`config.mk`:
```
export PLATFORM = sky130hd
export DESIGN_NAME = fibo_job_scheduler
export DESIGN_NICKNAME = d
export VERILOG_FILES = /design/src/rtl/fibo_sched_pkg.sv /design/src/rtl/rr_arbiter.sv /design/src/rtl/fibo_job_scheduler.sv
export SDC_FILE = /design/constraint.sdc
export NUM_CORES = 1
export LEC_CHECK = 0
export ABC_AREA = 0
export BUFFER_PORTS_ARGS = -buffer_cell sky130_fd_sc_hd__buf_2
export CELL_PAD_IN_SITES_DETAIL_PLACEMENT = 0
export CELL_PAD_IN_SITES_GLOBAL_PLACEMENT = 1
export CORE_ASPECT_RATIO = 1.25
export CORE_MARGIN = 2
export CORE_UTILIZATION = 38
export DETAILED_ROUTE_END_ITERATION = 10
export PLACE_DENSITY = 0.81
export SKIP_LAST_GASP = 1
export SYNTH_ARGS = -nofsm -noshare
export SYNTH_HDL_FRONTEND = slang
export SYNTH_SLANG_ARGS = --single-unit
```
`constraint.sdc`:
```
create_clock -name clk_i -period 4.45 [get_ports clk_i]
set_clock_uncertainty 0.05 [all_clocks]
set_input_delay 1.1125 -clock clk_i [delete_from_list [all_inputs] [get_ports clk_i]]
set_output_delay 1.1125 -clock clk_i [all_outputs]
set_load 0.02 [all_outputs]
```
`src/rtl/fibo_sched_pkg.sv`:
```
// fibo_sched_pkg
//    Shared types and constants for the Fibonacci job scheduler.
//    - state_t : scheduler FSM states
//    - COUNT_W : width of a Fibonacci index
//    - DATA_W  : width of a Fibonacci result (results wrap mod 16)
//    - needs_calc() : indices 0 and 1 are answered without the calculator
package fibo_sched_pkg;

   localparam int COUNT_W = 4;
   localparam int DATA_W  = 4;

   typedef enum logic [2:0] {
      IDLE  = 3'd0,
      ISSUE = 3'd1,
      ARM   = 3'd2,
      WAIT  = 3'd3,
      RESP  = 3'd4
   } state_t;

   // The calculator works on count-2, so it is only usable for count >= 2.
   function automatic logic needs_calc(input logic [COUNT_W-1:0] cnt);
      return (cnt >= 4'd2);
   endfunction

endpackage

```
`src/rtl/rr_arbiter.sv`:
```
// rr_arbiter
//    Purely combinational round-robin arbiter. Grants the first request at or
//    after last_grant_i+1 (mod N).
//    Ports:
//       req_i        : N request bits
//       last_grant_i : index granted most recently
//       en_i         : when low no grant is produced
//       gnt_o        : one-hot grant (all zero when disabled or no request)
//       gnt_id_o     : binary index of the granted request
module rr_arbiter #(
   parameter int N    = 4,
   parameter int ID_W = $clog2(N)
) (
   input  logic [N-1:0]    req_i,
   input  logic [ID_W-1:0] last_grant_i,
   input  logic            en_i,
   output logic [N-1:0]    gnt_o,
   output logic [ID_W-1:0] gnt_id_o
);

   int   idx_s;
   logic hit_s;
   logic found_s;

   // Scan from last_grant+1 around the ring; the first hit wins.
   always_comb begin
      gnt_o    = '0;
      gnt_id_o = '0;
      found_s  = 1'b0;
      idx_s    = 0;
      hit_s    = 1'b0;
      for (int k = 1; k <= N; k++) begin
         idx_s    = (int'(last_grant_i) + k) % N;
         hit_s    = en_i & ~found_s & req_i[idx_s[ID_W-1:0]];
         gnt_o[idx_s[ID_W-1:0]] = gnt_o[idx_s[ID_W-1:0]] | hit_s;
         gnt_id_o = hit_s ? idx_s[ID_W-1:0] : gnt_id_o;
         found_s  = found_s | hit_s;
      end
   end

endmodule

```
`src/rtl/fibo_job_scheduler.sv`:
```
// fibo_job_scheduler
//    Shares one Fibonacci calculator between N_REQ requesters. Requests are
//    round-robin arbitrated, the calculator start/done handshake is sequenced,
//    a watchdog aborts jobs that take too long, and results come back on a
//    single tagged response channel.
//    Ports:
//       clk_i, rst_i    : clock, asynchronous active-high reset
//       req_valid_i     : per-requester request
//       req_count_i     : per-requester index, slice i = [4*i+3:4*i]
//       req_ready_o     : one-hot grant, non-zero only in IDLE
//       rsp_valid_o     : response available, held until rsp_ready_i
//       rsp_id_o        : requester index of the response
//       rsp_data_o      : F(n) mod 16 (0 on timeout)
//       rsp_err_o       : job timed out
//       rsp_ready_i     : response consumer accepts
//       calc_start_o    : one-cycle start pulse to the calculator
//       calc_count_o    : index of the current/last job
//       calc_done_i     : calculator done level
//       calc_data_i     : calculator result
//       busy_o          : scheduler not idle
module fibo_job_scheduler
   import fibo_sched_pkg::*;
#(
   parameter int N_REQ   = 4,
   parameter int TIMEOUT = 64,
   parameter int ID_W    = $clog2(N_REQ)
) (
   input  logic                     clk_i,
   input  logic                     rst_i,
   input  logic [N_REQ-1:0]         req_valid_i,
   input  logic [COUNT_W*N_REQ-1:0] req_count_i,
   output logic [N_REQ-1:0]         req_ready_o,
   output logic                     rsp_valid_o,
   output logic [ID_W-1:0]          rsp_id_o,
   output logic [DATA_W-1:0]        rsp_data_o,
   output logic                     rsp_err_o,
   input  logic                     rsp_ready_i,
   output logic                     calc_start_o,
   output logic [COUNT_W-1:0]       calc_count_o,
   input  logic                     calc_done_i,
   input  logic [DATA_W-1:0]        calc_data_i,
   output logic                     busy_o
);

   localparam int              WD_W    = $clog2(TIMEOUT);
   localparam logic [WD_W-1:0] WD_LAST = WD_W'(TIMEOUT - 1);

   state_t              state_q,      state_d;
   logic [ID_W-1:0]     last_grant_q, last_grant_d;
   logic [ID_W-1:0]     job_id_q,     job_id_d;
   logic [COUNT_W-1:0]  job_cnt_q,    job_cnt_d;
   logic [DATA_W-1:0]   rsp_data_q,   rsp_data_d;
   logic                rsp_err_q,    rsp_err_d;
   logic [WD_W-1:0]     wdog_q,       wdog_d;
   logic                calc_start_q;
   logic                rsp_valid_q;
   logic                busy_q;

   logic                arb_en_s;
   logic [N_REQ-1:0]    gnt_s;
   logic [ID_W-1:0]     gnt_id_s;
   logic                hs_s;
   logic [COUNT_W-1:0]  sel_cnt_s;

   // Grants are only offered while idle and never while reset is asserted.
   assign arb_en_s = (state_q == IDLE) & ~rst_i;

   rr_arbiter #(
      .N    (N_REQ),
      .ID_W (ID_W)
   ) u_arb (
      .req_i        (req_valid_i),
      .last_grant_i (last_grant_q),
      .en_i         (arb_en_s),
      .gnt_o        (gnt_s),
      .gnt_id_o     (gnt_id_s)
   );

   assign req_ready_o = gnt_s;
   assign hs_s        = |(req_valid_i & gnt_s);

   // One-hot mux of the granted requester's index.
   always_comb begin
      sel_cnt_s = '0;
      for (int i = 0; i < N_REQ; i++) begin
         sel_cnt_s = sel_cnt_s | (req_count_i[COUNT_W*i +: COUNT_W] & {COUNT_W{gnt_s[i]}});
      end
   end

   // Next-state logic: job sequencing, watchdog and response capture.
   always_comb begin
      state_d      = state_q;
      last_grant_d = last_grant_q;
      job_id_d     = job_id_q;
      job_cnt_d    = job_cnt_q;
      rsp_data_d   = rsp_data_q;
      rsp_err_d    = rsp_err_q;
      wdog_d       = wdog_q;
      case (state_q)
         IDLE: begin
            if (hs_s) begin
               job_cnt_d    = sel_cnt_s;
               job_id_d     = gnt_id_s;
               last_grant_d = gnt_id_s;
               if (needs_calc(sel_cnt_s)) begin
                  state_d = ISSUE;
               end else begin
                  // F(0)=0 and F(1)=1 equal the index itself.
                  state_d    = RESP;
                  rsp_data_d = DATA_W'(sel_cnt_s);
                  rsp_err_d  = 1'b0;
               end
            end else begin
               state_d = IDLE;
            end
         end
         ISSUE: begin
            wdog_d  = '0;
            state_d = ARM;
         end
         ARM: begin
            // A done level left over from the previous job must drop first.
            if (wdog_q == WD_LAST) begin
               state_d    = RESP;
               rsp_data_d = '0;
               rsp_err_d  = 1'b1;
            end else begin
               wdog_d  = wdog_q + WD_W'(1);
               state_d = calc_done_i ? ARM : WAIT;
            end
         end
         WAIT: begin
            // Completion takes priority over a simultaneous timeout.
            if (calc_done_i) begin
               state_d    = RESP;
               rsp_data_d = calc_data_i;
               rsp_err_d  = 1'b0;
            end else if (wdog_q == WD_LAST) begin
               state_d    = RESP;
               rsp_data_d = '0;
               rsp_err_d  = 1'b1;
            end else begin
               wdog_d  = wdog_q + WD_W'(1);
               state_d = WAIT;
            end
         end
         RESP: begin
            state_d = rsp_ready_i ? IDLE : RESP;
         end
         default: begin
            state_d = IDLE;
         end
      endcase
   end

   // State, job and response registers; output flags are registered copies
   // of the next state so every output comes straight from a flop.
   always_ff @(posedge clk_i or posedge rst_i) begin
      if (rst_i) begin
         state_q      <= IDLE;
         last_grant_q <= ID_W'(N_REQ - 1);
         job_id_q     <= '0;
         job_cnt_q    <= '0;
         rsp_data_q   <= '0;
         rsp_err_q    <= 1'b0;
         wdog_q       <= '0;
         calc_start_q <= 1'b0;
         rsp_valid_q  <= 1'b0;
         busy_q       <= 1'b0;
      end else begin
         state_q      <= state_d;
         last_grant_q <= last_grant_d;
         job_id_q     <= job_id_d;
         job_cnt_q    <= job_cnt_d;
         rsp_data_q   <= rsp_data_d;
         rsp_err_q    <= rsp_err_d;
         wdog_q       <= wdog_d;
         calc_start_q <= (state_d == ISSUE);
         rsp_valid_q  <= (state_d == RESP);
         busy_q       <= (state_d != IDLE);
      end
   end

   assign calc_start_o = calc_start_q;
   assign calc_count_o = job_cnt_q;
   assign rsp_valid_o  = rsp_valid_q;
   assign rsp_id_o     = job_id_q;
   assign rsp_data_o   = rsp_data_q;
   assign rsp_err_o    = rsp_err_q;
   assign busy_o       = busy_q;

endmodule

```
# After elaboration in Yosys (flattened, before gate mapping)
# Index checks and enable logic that the tools add are counted.
# op_classes
addsub,5
order_cmp,9
n_eq_ne,10
muxes,52
bitwise_logic,27
n_reduce_logical,12
# ops
operator,count
AND 4 bit,6
two-way mux 3 bit,6
case mux 6 bit (3 select lines),1
two-way mux 1 bit,17
binary-select mux 1 bit (select 2 bit),8
two-way mux 4 bit,4
case mux 3 bit (5 select lines),1
bitwise mux 4 bit,3
"less-than comparator 2 x 3 -> 1 bit, second input constant",4
two-way mux 6 bit,2
bitwise OR 4 bit,3
case mux 4 bit (3 select lines),1
nonzero test 3 bit,3
AND 1 bit,8
demux 1 bit (select 2 bit),4
"greater-or-equal comparator 2 x 1 -> 1 bit, second input constant",4
two-way mux 2 bit,4
"adder 6 x 1 -> 6 bit, second input constant",1
"equality test 3 x 1 -> 1 bit, second input constant",2
"equality test 3 x 2 -> 1 bit, second input constant",2
"equality test 3 bit, second input constant",2
"equality test 6 bit, second input constant",1
"inequality test 2 bit, second input constant",3
bitwise OR 1 bit,6
other kinds (10),19
# totals
regBits,25
input_bits,28
out_inout_bits,18
wordCells,125

# Longest topological paths before layout
# Gate-level depths: netlist of run 1.
# logic_depth
ltp_word,27
mapped_depth,17
mapped_depth_nobuf,12

# Modules after synthesis
# Synthesis of run 1 repeated with hierarchy kept, for this count alone.
# hier_totals
cells_unflattened,229
hier_area_um2,2060.7
# modules_own_cells
module,n_inst,cells_per_inst,area_each_um2,seq_area_each_um2
fibo_job_scheduler,1,131,1297.5,628.1
rr_arbiter,1,98,763.2,0.0

# Worst setup path before layout of run 1
# Ideal clock, no wire load.
# synth_timing
kind,input to output
start,in req_valid_i[0]
end,out req_ready_o[1]
arrival_ns,3.643
required_ns,3.288
path_slack_ns,-0.356
path_stages,9
path_buffers,2
path_cell_list,buf_2 mux4_2 buf_6 mux2i_4 a2111oi_4 and3_1 o32ai_4 or2_2 a31oi_1
# synth_via
elab_chain_cells,17
word_cells_on_any_way,34
# synth_rtl
item,line_no,source
from (decl),fibo_job_scheduler.sv:30,"input logic [N_REQ-1:0] req_valid_i,"
binary-select mux 1 bit (select 2 bit),rr_arbiter.sv:34,hit_s = en_i & ~found_s & req_i[idx_s[ID_W-1:0]];
two-way mux 1 bit (not written as such),rr_arbiter.sv:34,
AND 1 bit,rr_arbiter.sv:34,
bitwise OR 1 bit,rr_arbiter.sv:35,gnt_o[idx_s[ID_W-1:0]] = gnt_o[idx_s[ID_W-1:0]] | hit_s;
AND 4 bit (no line),-,
binary-select mux 1 bit (select 2 bit),rr_arbiter.sv:35,
two-way mux 1 bit (not written as such),rr_arbiter.sv:35,
bitwise OR 1 bit,rr_arbiter.sv:35,
bitwise mux 4 bit,rr_arbiter.sv:35,
binary-select mux 1 bit (select 2 bit),rr_arbiter.sv:35,
two-way mux 1 bit (not written as such),rr_arbiter.sv:35,
bitwise OR 1 bit,rr_arbiter.sv:35,
bitwise mux 4 bit,rr_arbiter.sv:35,
binary-select mux 1 bit (select 2 bit),rr_arbiter.sv:35,
two-way mux 1 bit (not written as such),rr_arbiter.sv:35,
bitwise OR 1 bit,rr_arbiter.sv:35,
bitwise mux 4 bit (*),rr_arbiter.sv:35,
to (decl),fibo_job_scheduler.sv:32,"output logic [N_REQ-1:0] req_ready_o,"
# Every way passes the cells marked *; elsewhere a longest branch is shown, timed or not. The select of a mux whose other input is x is not followed.

# Worst setup path in the final report of run 1
# layout_timing
start,in req_valid_i[2]
end,out req_ready_o[0]
# Same word-level chain as after synthesis.

==> results of run 1 <==
==> layout by cell type, fill, tap and decap left out, drive strengths merged, types with 6 or more instances in the layout <==
| cell | n |
|---|---|
| nand2 | 20 |
| mux2i | 6 |
| a21oi | 19 |
| nor3 | 10 |
| buf | 95 |
| inv | 16 |
| nand3 | 11 |
| a211oi | 12 |
| o21ai | 11 |
| a21o | 6 |
| o211ai | 6 |
| nor2 | 16 |
| dfrtp | 23 |
==> layer usage <==
metal  vias to the layer above  global-route usage  part of all wire
li1                       1189                   -                 -
met1                      1189               0.269              0.43
met2                        78               0.346              0.50
met3                        24              0.0122             0.035
met4                         0              0.0970             0.035
met5                         -                   0                 0
==> repair_timing <==
item                                   4_1_cts  5_1_grt
resized for setup                           19        3
setup endpoints to repair                    4        4
pin swaps                                   10        1
endpoints found under the hold margin        0        0
buffers inserted                             1        2
==> sequential cells by signal, summed over array words and instances (netlist names), 2 cells and up <==
name	cells
wdog_q	6
calc_count_o	4
rsp_data_o	4
state_q	3
last_grant_q	2
rsp_id_o	2
==> power breakdown <==
part / leakage, nW / switching [W] / internal (W)
Sequential: 0.318 / 0.0000711 / 0.000327
Clock: 0.0228 / 0.0000691 / 0.0000640
Combinational: 1.09 / 0.000939 / 0.000780
==> cell families after synthesis <==
group,after synthesis
simple gates,92
fa+ha+maj,5
flops,25
xor+xnor,4
buf+inv,38
mux,10
compound gates,94
==> worst max path at each step <==
stage	to	slack (ns)	cells after the start
6_report	req_ready_o[0]	-0.07	10
5_1_grt	req_ready_o[2]	-0.16	10
4_1_cts	req_ready_o[2]	-0.06	10
3_5_place_dp	req_ready_o[1]	-0.21	9
3_3_place_gp	req_ready_o[1]	-0.19	9
2_1_floorplan	req_ready_o[0]	-0.19	10
==> worst reg2reg max path, cell delays in order (launching register included) <==
cell      delay [ns]
dfstp_2         0.57
inv_2           0.08
ha_1            0.23
mux4_2          0.52
mux2i_4         0.21
buf_6           0.15
o21ai_1         0.13
a21oi_2         0.19
buf_4           0.16
a211oi_2        0.09
buf_4           0.17
a221o_1         0.34
a211oi_1        0.33
and4_1          0.32
nand2_4         0.10
a32o_1          0.26
==> cell type report <==
cell class	instances	area (sq um)
fill	538	2760
sequential	25	628
tap	82	103
timing repair buffer	95	681
inverter	16	60.1
clock buffer	4	45.0
multi-input combinational	205	1580
==> per-stage QoR <==
| step | cells | setup WS, ns | utilization |
|---|---|---|---|
| after global placement | 420 | -0.187 | 0.502 |
| after global routing | 427 | -0.155 | 0.529 |
| final | 427 | -0.0693 | 0.529 |
| after detailed placement | 420 | -0.213 | 0.502 |
| after floorplan | 268 | -0.195 | - |
| after CTS | 425 | -0.0616 | 0.524 |
==> PnR_summary.wiki, run 1 <==
{| class="wikitable"
! Metric !! Value
|-
| Outcome || finished, violations left
|-
| Failing checks || negative setup slack
|-
| Hold Startpoint || rsp_id_o[0]
|-
| Routed wire length per instance || ~16 um
|-
| Count of input and output buffers || 45
|-
| Floorplan die width || between 70 and 80 um
|-
| Worst setup startpoint || req_valid_i[2]
|-
| Final critical-path setup slack || -0.0693 ns
|-
| Combinational family with the most area after synthesis || compound AO/OA/AOI/OAI gates
|-
| Slowest stage delay, CP || 0.51 ns
|-
| Number of nets in the final layout || ~380
|-
| Adder-cell share of the synthesized area || 0.0270
|-
| Total clock buffers created by CTS || 3
|-
| Worst path bufs/invs || 2
|-
| Reg2reg path depth || 15
|-
| EDFF count, synth || 0
|-
| Sequential fraction of the synthesis area || 0.271
|-
| Family of cells with the greatest summed delay on the critical path || multiplexers
|-
| Hold Slack || 0.437 ns
|-
| Worst flop-to-flop path endpoint || rsp_data_o[2]
|-
| Post-layout instance area || between 3000 and 4000 sq um
|-
| Cell variety after synth || between 60 and 70
|-
| Starting DRC count in detailed routing || roughly 130
|-
| Synthesis-to-finish area growth || 33.4%
|-
| Startpoint of the worst-slack reg-to-reg timing path || last_grant_q[0]
|-
| Worst IR Drop VDD || approximately 0.00029 V
|-
| Core footprint || roughly 5900 sq um
|-
| Mean instance size in the synthesized netlist || 8.66 sq um
|-
| CP Launch Type || input pin
|-
| Element type at the critical path end || output port
|-
| RSZ-0062 raised after global routing || yes
|-
| Effective utilization at floorplan || 0.396
|-
| Dominant cell type by area after synthesis || dfrtp_1
|-
| CTS tree || built
|-
| Top-level I/O count || 46
|-
| Maximum number of buffers from clock root to sink || 2
|-
| Antenna cells || 0
|-
| Critical path data arrival time || between 3 and 4 ns
|-
| Setup total negative slack || -0.244 ns
|-
| Worst-skew pair later-pin latency || roughly 0.27 ns
|-
| Largest cells by area after synthesis || dfrtp_1 (25%), a21oi_1 (3.9%), a211oi_1 (3.6%)
|-
| CP max FO || 5
|-
| Average vias per placed instance || approximately 5.8
|-
| Multiplexer share of the synthesized area || 0.0668
|-
| Data required, critical path || about 3.3 ns
|-
| Share of synthesized cell area in and, or, nand and nor gates || 0.221
|-
| Share of async-settable or async-resettable flops after synthesis || 1.00
|-
| Number of antenna violations at the first check in global routing || 0
|-
| Number of vias in the routed layout || 2,480
|-
| Register bit total from synthesis || 25
|-
| Cell count of the worst hold path || 1
|-
| Period Utilization, post-route || 1.02
|-
| Overall power consumption || 0.00225 W
|-
| Number of nets still failing antenna checks after routing || 0
|-
| Flop-to-flop setup slack || about 0.44 ns
|-
| Synth top cells by count || dfrtp_1 (23), nand2_1 (19), a21oi_1 (18)
|-
| Maximum number of pins on one net before global-route repair || 29
|-
| Xor/xnor cell area share of the yosys netlist || 0.0151
|-
| Wire length of the first global-routing pass || roughly 11,000 um
|-
| Total congestion overflow after global routing || 0
|-
| Leakage || ~1.4 nW
|-
| Total DRC errors in the routed layout || 0
|-
| Fin. max-slew vios || 0
|-
| Vias in the first global route || between 2,000 and 2,500
|-
| Placed cell areas || ~2900 sq um
|-
| Prevailing post-synth register cell || dfrtp_1
|-
| Classification of the worst setup path || input pin to output port
|-
| Cell with the largest stage delay on the worst path || mux4_2
|-
| Most common cell in the synthesized netlist || dfrtp_1
|-
| Die height || a little over 90 um
|-
| Area share of the leading cell type in the synthesized netlist || 0.248
|-
| Clock tree sinks || 25
|-
| DRT Wirelength || around 6800 um
|-
| Library cell used as clock root buffer || clkbuf_8
|-
| Layout cells sized above 1 || 0.371
|-
| Power per standard cell area || a little over 700 nW/um^2
|-
| Area of the die || about 6800 sq um
|-
| Number of iterations in the first detailed-routing pass || 4
|-
| Count of endpoints failing setup in the final report || 4
|-
| Netlist area before placement || 2320 sq um
|-
| Achievable clock frequency || roughly 0.22 GHz
|-
| Fin. Hold Viols || 0
|-
| Slew at the pin closest to its max-slew limit || between 0.9 and 1 ns
|-
| # rows || 31
|-
| Shortest period the worst path allows || roughly 4.5 ns
|-
| Post-CTS clock slew at the launch and capture registers of the worst setup and hold paths || about 0.080 ns
|-
| Slew margin rel. || 0.375
|-
| Number of hold buffers added after cts || 0
|-
| Max H-tree Level || 1
|-
| Max-cap violations || 0
|-
| Net count after synthesis || around 300
|-
| DPL Wire Length || between 5000 and 6000 um
|-
| Total routing resource utilization after global routing || 0.208
|-
| Crit-path cells || buf_8 > mux4_2 > mux2i_4 > a2111oi_4 > and3_4 > o32ai_4 > or2_4 > nand2_4 > a21o_1 > buf_6
|-
| Final Wtd Congestion || ~0.92
|-
| Cell count after synthesis || 268
|-
| Synth warnings || 0
|-
| Fraction of the mapped netlist area in compound gates || 0.323
|-
| Endpoint of the worst hold path || rsp_id_o[0]
|-
| Min-delay worst type || register to register
|}
Power figures use the tool's default switching activity.
==> run 2, diff against run 1 <==
- CORE_UTILIZATION: 38 -> 39
- CTS_BUF_LIST: default -> sky130_fd_sc_hd__clkbuf_4 sky130_fd_sc_hd__clkbuf_8
- PLACE_DENSITY: 0.81 -> 0.83
==> run 2 against run 1 <==
  * The flow still finishes with violations (negative setup slack)
  * Combinational power increased by 4%
  * Power up 3.0%
  * Sequential cell count did not move
  * Core utilization rose by 1.2 points
  * First-iteration DRC count grew 45%
  * Setup slack lost 0.025 ns
  * Global-route usage rose by 0.23 points
  * Register-to-register slack lost 0.09 ns
  * Clock-buffer cell count decreased by 1
  * Sequential power about the same
  * Via count rose by 0.28%
  * Largest cell class unchanged
==> PnR_summary.wiki, run 2 (same netlist as run 1, synthesis figures left out) <==
{| class="wikitable"
! Metric !! Value
|-
| Slew margin rel. || 0.393
|-
| Period Utilization, post-route || 1.02
|-
| Number of antenna violations at the first check in global routing || 0
|-
| Die height || approximately 90 um
|-
| # rows || 31
|-
| Max-cap violations || 0
|-
| Utilization after layout || 0.541
|-
| Fin. max-slew vios || 0
|-
| Number of iterations in the first detailed-routing pass || 5
|-
| Worst flop-to-flop path endpoint || rsp_data_o[2]
|-
| Classification of the worst setup path || input pin to output port
|-
| Internal power || 0.00122 W
|-
| Final critical-path setup slack || -0.0944 ns
|-
| Leakage || roughly 1.5 nW
|-
| Number of nets in the final layout || 386
|-
| Fillcell total || 543
|-
| Final Wtd Congestion || 0.922
|-
| Startpoint of the worst-slack reg-to-reg timing path || last_grant_q[0]
|-
| Number of vias in the routed layout || approximately 2,500
|-
| Switching part of the total || 0.473
|-
| Area of the die || ~6600 sq um
|-
| Count of endpoints failing setup in the final report || 4
|-
| Library cell used as clock root buffer || clkbuf_8
|-
| Number of flip-flops under the largest register name || 6
|-
| Share of total power in the clock network || 0.058
|-
| Routed wire length per instance || 16.2 um
|-
| Critical path data arrival time || 3.38 ns
|-
| Effective utilization at floorplan || 0.402
|-
| Floorplan die width || around 73 um
|-
| Layout cells sized above 1 || 0.389
|-
| Max H-tree Level || 1
|-
| Total congestion overflow after global routing || 0
|-
| Failing checks || negative setup slack
|-
| Maximum number of buffers from clock root to sink || 2
|-
| Combinational cell fraction of total power || 0.771
|-
| Hold Slack || 0.455 ns
|-
| Sw power || 0.00110 W
|-
| Worst-skew pair later-pin latency || between 0.2 and 0.3 ns
|-
| Number of nets still failing antenna checks after routing || 0
|-
| Post-CTS clock slew at the launch and capture registers of the worst setup and hold paths || about 0.08 ns
|-
| Synthesis-to-finish area growth || 34.6%
|-
| Antenna cells || 0
|-
| Hold Startpoint || rsp_id_o[0]
|-
| Total routing resource utilization after global routing || 0.210
|-
| Maximum number of pins on one net before global-route repair || 26
|-
| DPL Wire Length || just over 5000 um
|-
| Shortest period the worst path allows || ~4.5 ns
|-
| Wire length of the first global-routing pass || around 11,000 um
|-
| Clock tree sinks || 25
|-
| Element type at the critical path end || output port
|-
| Most common library cell in the layout ignoring fill and taps || buf_4
|-
| Fin. Hold Viols || 0
|-
| Vias in the first global route || between 2,000 and 2,500
|-
| Top-level I/O count || 46
|-
| Flop-to-flop setup slack || around 0.35 ns
|-
| Data required, critical path || ~3.3 ns
|-
| Most used cells in the layout excluding fill and tap cells || buf_4 (55), buf_2 (37), dfrtp_1 (23)
|-
| Achievable clock frequency || approximately 0.22 GHz
|-
| Worst IR Drop VDD || approximately 0.00031 V
|-
| RSZ-0062 raised after global routing || yes
|-
| Slew at the pin closest to its max-slew limit || a little over 0.9 ns
|-
| Register with the most flip-flops || wdog_q
|-
| DRT Wirelength || slightly below 7000 um
|-
| Reg2reg path depth || 16
|-
| Outcome || finished, violations left
|-
| Power per standard cell area || roughly 740 nW/um^2
|-
| Starting DRC count in detailed routing || about 180
|-
| CP max FO || 9
|-
| CTS tree || built
|-
| Average vias per placed instance || approximately 6
|-
| Count of input and output buffers || between 40 and 50
|-
| Overall power consumption || 0.00232 W
|-
| Total clock buffers created by CTS || 3
|-
| Endpoint of the worst hold path || rsp_id_o[0]
|-
| Relative contribution of sequential cells to total power || 0.171
|-
| Min-delay worst type || register to register
|-
| Total DRC errors in the routed layout || 0
|-
| Core footprint || slightly below 6000 sq um
|-
| CP Launch Type || input pin
|-
| Cell count of the worst hold path || 1
|-
| Setup total negative slack || -0.328 ns
|}
[run 2: cell types whose count changed in the layout (fill, tap and decap cells not counted), sizes merged]
cell      previous run  this run
clkbuf               4         3
buf                 95       102
clkinvlp             0         1
[run 2: repair_timing]
action                                  4_1_cts  5_1_grt
resized for setup                            19        8
endpoints found under the setup margin        4        4
hold buffers                                  0        0
pin swaps                                    10        6
buffers inserted                              3        3
[run 2: worst max-delay path by stage]
stage / startpoint / slack (ns) / endpoint
after detailed placement: req_valid_i[2] / -0.20 / req_ready_o[1]
after CTS: req_valid_i[2] / -0.1 / req_ready_o[2]
after floorplan: req_valid_i[0] / -0.19 / req_ready_o[0]
after global routing: req_valid_i[2] / -0.16 / req_ready_o[2]
final: req_valid_i[2] / -0.09 / req_ready_o[1]
after global placement: req_valid_i[2] / -0.16 / req_ready_o[1]
[run 2: worst max-delay path: stages]
cell and delay, ns:
buf_8 0.10, mux4_2 0.51, buf_4 0.20, o41a_1 0.13, o41ai_1 0.39, o31a_1 0.26
o32ai_4 0.09, or2_4 0.27, a31oi_4 0.18, buf_6 0.14
[run 2: power by group through the flow]
stage | Sequential, W | Combinational [W] | Clock [W]
2_1_floorplan | 0.000453 | 0.00103 | 0
3_3_place_gp | 0.000396 | 0.00162 | 0
3_5_place_dp | 0.000397 | 0.00165 | 0
4_1_cts | 0.000395 | 0.00173 | 0.000138
5_1_grt | 0.000411 | 0.00194 | 0.000148
6_report | 0.000395 | 0.00179 | 0.000134
[run 2: through the flow]
| step | area (sq um) | worst slack [ns] | instances |
|---|---|---|---|
| floorplan | 2360 | -0.195 | 268 |
| global route | 3120 | -0.157 | 418 |
| CTS | 3060 | -0.0999 | 415 |
| global placement | 2930 | -0.157 | 409 |
| detailed placement | 2930 | -0.200 | 409 |
| finish | 3120 | -0.0944 | 418 |
[run 2: layer usage]
layer	up-vias	wire (um)	track usage
met1	1201	2920	0.276
met3	6	232	0.00893
met5	-	0	0
met4	0	78	0.0741
met2	73	3520	0.360
li1	1207	-	-
[run 2: final cells by class]
cell class                 instances  area [sq um]  share of cell area
sequential                        25           628               0.201
timing repair buffer             102           718               0.230
tap                               66          82.6              0.0264
clock buffer                       3          41.3              0.0132
inverter                          16          60.1              0.0192
multi-input combinational        205          1590               0.508
clock inverter                     1          7.51             0.00240
